File: src/rtl/pipe_skid_stage.sv
// ============================================================================
//  Module   : pipe_skid_stage
//  Purpose  : Inter-stage pipeline register with valid/ready handshake,
//             global memory-ready stall, synchronous flush and a one-entry
//             skid slot. in_ready depends only on a register bit.
//  Option   : PIPE_STALL_CNT_EN adds a saturating stall counter (stall_cnt).
//  Revision : 1.0 - initial release
// ============================================================================
`default_nettype none

module pipe_skid_stage #(
    parameter int DATA_W = 71,
    parameter int NREADY = 2,
    parameter int CNT_W  = 32
) (
    input  logic              clock,
    input  logic              resetn,
    input  logic [NREADY-1:0] mem_ready,
    input  logic              flush,
    input  logic              in_valid,
    input  logic [DATA_W-1:0] in_data,
    output logic              in_ready,
    output logic              out_valid,
    output logic [DATA_W-1:0] out_data,
    input  logic              out_ready,
    output logic [1:0]        occ
`ifdef PIPE_STALL_CNT_EN
    ,
    output logic [CNT_W-1:0]  stall_cnt
`endif
);

    // State bits are {skid_valid, main_valid}; 2'b10 must never occur.
    localparam logic [1:0] c_EMPTY = 2'b00;
    localparam logic [1:0] c_ONE   = 2'b01;
    localparam logic [1:0] c_TWO   = 2'b11;

    logic [1:0]        r_state;
    logic [1:0]        w_state_nxt;
    logic [DATA_W-1:0] r_main_data;
    logic [DATA_W-1:0] r_skid_data;

    logic w_advance;
    logic w_up_xfer;
    logic w_dn_xfer;
    logic w_load_main_in;
    logic w_load_main_skid;
    logic w_load_skid;

    assign w_advance = &mem_ready;
    assign w_up_xfer = in_valid & ~r_state[1] & w_advance;
    assign w_dn_xfer = r_state[0] & out_ready & w_advance;

    always_ff @(posedge clock or negedge resetn) begin
        if (!resetn) begin
            r_state <= c_EMPTY;
        end else begin
            r_state <= w_state_nxt;
        end
    end

    always_comb begin
        w_state_nxt      = r_state;
        w_load_main_in   = 1'b0;
        w_load_main_skid = 1'b0;
        w_load_skid      = 1'b0;
        if (flush) begin
            w_state_nxt = c_EMPTY;
        end else begin
            case (r_state)
                c_EMPTY: begin
                    if (w_up_xfer) begin
                        w_state_nxt    = c_ONE;
                        w_load_main_in = 1'b1;
                    end
                end
                c_ONE: begin
                    if (w_up_xfer && w_dn_xfer) begin
                        w_load_main_in = 1'b1;
                    end else if (w_up_xfer) begin
                        w_state_nxt = c_TWO;
                        w_load_skid = 1'b1;
                    end else if (w_dn_xfer) begin
                        w_state_nxt = c_EMPTY;
                    end
                end
                c_TWO: begin
                    if (w_dn_xfer) begin
                        w_state_nxt      = c_ONE;
                        w_load_main_skid = 1'b1;
                    end
                end
                default: w_state_nxt = c_EMPTY;
            endcase
        end
    end

    always_comb begin
        in_ready  = ~r_state[1];
        out_valid = r_state[0];
        out_data  = r_main_data;
        occ       = {1'b0, r_state[0]} + {1'b0, r_state[1]};
    end

    always_ff @(posedge clock or negedge resetn) begin
        if (!resetn) begin
            r_main_data <= '0;
            r_skid_data <= '0;
        end else begin
            if (w_load_main_in) begin
                r_main_data <= in_data;
            end else if (w_load_main_skid) begin
                r_main_data <= r_skid_data;
            end
            if (w_load_skid) begin
                r_skid_data <= in_data;
            end
        end
    end

`ifdef PIPE_STALL_CNT_EN
    logic [CNT_W-1:0] r_stall_cnt;

    // Counts both backpressure and memory-freeze cycles while data is held.
    always_ff @(posedge clock or negedge resetn) begin
        if (!resetn) begin
            r_stall_cnt <= '0;
        end else if (r_state[0] && !w_dn_xfer && (r_stall_cnt != {CNT_W{1'b1}})) begin
            r_stall_cnt <= r_stall_cnt + 1'b1;
        end
    end

    assign stall_cnt = r_stall_cnt;
`endif

    a_no_orphan_skid : assert property (@(posedge clock) disable iff (!resetn)
        r_state != 2'b10);

endmodule

`default_nettype wire

File: config.mk
export PLATFORM = sky130hd
export DESIGN_NAME = pipe_skid_stage
export DESIGN_NICKNAME = d
export VERILOG_FILES = /design/src/rtl/pipe_skid_stage.sv
export SDC_FILE = /design/constraint.sdc
export NUM_CORES = 1
export LEC_CHECK = 0
export BUFFER_PORTS_ARGS = -buffer_cell sky130_fd_sc_hd__buf_2
export CAP_MARGIN = 30
export CORE_ASPECT_RATIO = 0.9
export CORE_MARGIN = 10
export CORE_UTILIZATION = 49
export CTS_CLUSTER_SIZE = 10
export DETAILED_ROUTE_END_ITERATION = 7
export PLACE_DENSITY = 0.76
export SLEW_MARGIN = 15
export SYNTH_ARGS = -nofsm -noshare
export SYNTH_HDL_FRONTEND = slang
export SYNTH_SLANG_ARGS = --single-unit
File: constraint.sdc
create_clock -name clock -period 1.84 [get_ports clock]
set_input_delay 0 -clock clock [delete_from_list [all_inputs] [get_ports clock]]
set_output_delay 0 -clock clock [all_outputs]
set_load 0.05 [all_outputs]
==> metrics.csv <==
metric,value,unit
cts_inserted_buffers,17,
cts_max_path_buffers,2,
crit_arrival,2310,ps
rows,40,
synth_area,6640,um2
drc,0,
core_region_area,13300,um2
rsz0062_at_grt,yes,
clk_pin_slew_worst_paths,50,ps
grt_antenna_before_repair,1,
r2r_slack,-170,ps
synth_xor_area_share,0,%
io_buffers,152,
synth_warnings,0,
hold_viol,0,
wire_per_inst,20.8,um
cts_sinks,144,
seq_area_frac_synth,54.3,%
setup-violations-final,142,
gr-total-overflow,0,
post_synth_num_cell_types,26,
seqCellArea,3610,um2
viasPerCell,5.21,
worstMarginPinSlew,597,ps
path_max_fanout,30,
cts_root_buffer,clkbuf_16,
rr_worst_depth,4,
max-vdd-ir-drop,884,uV
criticalPathCategory,flop to flop,
wl,17600,um
muxShareOfSynthArea,40.1,%
r2r_start,r_state[0],
ios,153,
dp_worst_setup_slack,-157,ps
final_cell_mix,"mux2_4, buf_2, dfrtp_1",
syn_nets,489,
initial_utilization,49.9,%
period_needed,2010,ps
power.density,1470,nW/um2
drt_first_pass_iters,5,
ys_ff_latch,144,
routabilityCongestion,0.742,
slew_headroom,60.2,%
worst_slack,-171,ps
synth_compound_area_share,0.961,%
layout_commonest_cell,mux2_4,
tritoncts,yes,
worst_setup_path_start_kind,flop,
drt_iter0_drc,187,
die-area,18600,um2
fin_skew,8.88,ps
synthCells,407,
drtAntennaViolNets,0,
cp.required,2130,ps
fp.dieW,143,um
grt_pass1_vias,4997,
hold_path.class,input pin to async pin,
synth_top_family_by_area,multiplexers,
synth_fa_ha_area_share,0.754,%
fmax,0.497,GHz
fillers,807,
total_power,14.2,mW
status,"complete, but fails checks",
cp-startpoint,r_state[0],
clock_latency,420,ps
die_h,130,um
crit_path_end_kind,flop,
cts_max_level,4,
post-dp-hpwl,11000,um
grt_start_max_net_pins,61,
r2r_end,r_skid_data[47],
area_growth,45.1,%
drive_above_1_share,65.2,%
maxCapViolations,0,
period_share,109,%
leakagePower,4.83,nW
multi_input_area,3240,um2
syn_area_per_cell,16.3,um2
violations,negative setup slack,
grt_pass1_wl,27600,um
via_count,4406,
grtUsageTotal,19.2,%
synth-simple-area-share,1.28,%
finalNetCount,747,
drv_slew,0,
-- cells by family (layout without fill, tap and decap cells) --
logic type | after synthesis | count (layout)
multiplexers | 213 | 213
flip-flops | 144 | 144
buffers and inverters | 27 | 296
AND/OR/NAND/NOR | 10 | 10
AO/OA/AOI/OAI | 9 | 9
adder cells (fa/ha/maj) | 4 | 4
other | 0 | 1
-- power by group --
part	internal (mW)	switching, mW
logic	2.67	3.15
clock network	1.90	1.25
registers	4.40	0.790
total	8.97	5.19
-- how the worst max path moves through the flow --
| stage | to | slack, ps | depth (start not counted) |
|---|---|---|---|
| after global placement | out_data[5] | -110 | 6 |
| after floorplan | r_skid_data[0] | -210 | 7 |
| after global routing | out_data[59] | -210 | 6 |
| final | r_skid_data[47] | -170 | 4 |
| after CTS | r_skid_data[7] | -140 | 4 |
| after detailed placement | out_data[32] | -160 | 6 |
-- Yosys cell counts (all sizes together) --
cell type / n / area share [%]
a21boi: 1 / 0.11
a21oi: 1 / 0.075
a311oi: 1 / 0.13
and4: 1 / 0.13
buf: 23 / 2.4
clkbuf: 1 / 0.056
dfrtp: 144 / 54
ha: 4 / 0.75
inv: 3 / 0.17
mux2: 213 / 40
nand4: 1 / 0.094
nand4b: 1 / 0.36
nor2: 1 / 0.056
nor2b: 1 / 0.094
nor3: 2 / 0.23
nor3b: 1 / 0.11
o211ai: 1 / 0.11
o21ai: 2 / 0.15
o31ai: 1 / 0.11
o41ai: 2 / 0.26
or3: 1 / 0.094
or4: 1 / 0.11
-- critical path, stage by stage (launching register included) --
cell     delay [ps]
dfrtp_4         520
and4_1          190
or4_4           600
buf_12          210
mux2_4          330
-- flip-flops by register name, summed over array words and instances, names as in the netlist --
name         count
r_skid_data     71
out_data        71
r_state          2
-- area by class of cell --
| cell class | instances | area share [%] |
|---|---|---|
| antenna | 1 | 0.0260 |
| clock buffer | 23 | 4.86 |
| clock inverter | 7 | 0.649 |
| inverter | 3 | 0.156 |
| multi-input combinational | 236 | 33.6 |
| sequential | 144 | 37.4 |
| tap | 168 | 2.18 |
| timing repair buffer | 263 | 21.1 |
-- what timing repair did --
action,in CTS,in global routing
pin swaps,1,2
gates resized for setup,51,27
buffers inserted,1,1
gates cloned,1,2
hold buffers,73,0
setup endpoints to repair,142,144
hold endpoints to repair,201,0
-- stage by stage --
step	instance area (um2)	hold slack [ps]	utilization, %	instances	TNS [ps]
finish	9640	143	72.4	845	-17480
global route	9630	183	72.4	844	-25290
CTS	9470	153	71.1	841	-15760
detailed placement	7990	29.2	60.0	736	-15560
global placement	7990	21.4	60.0	736	-11910
floorplan	6810	-296	-	407	-27450
-- routing by layer --
metal	global-route usage [%]	vias up	wire [um]
li1	-	1986	-
met1	22.6	2262	7450
met2	32.0	137	8710
met3	7.18	21	1230
met4	6.18	0	210
met5	0	-	0
Power figures use the tool's default switching activity.
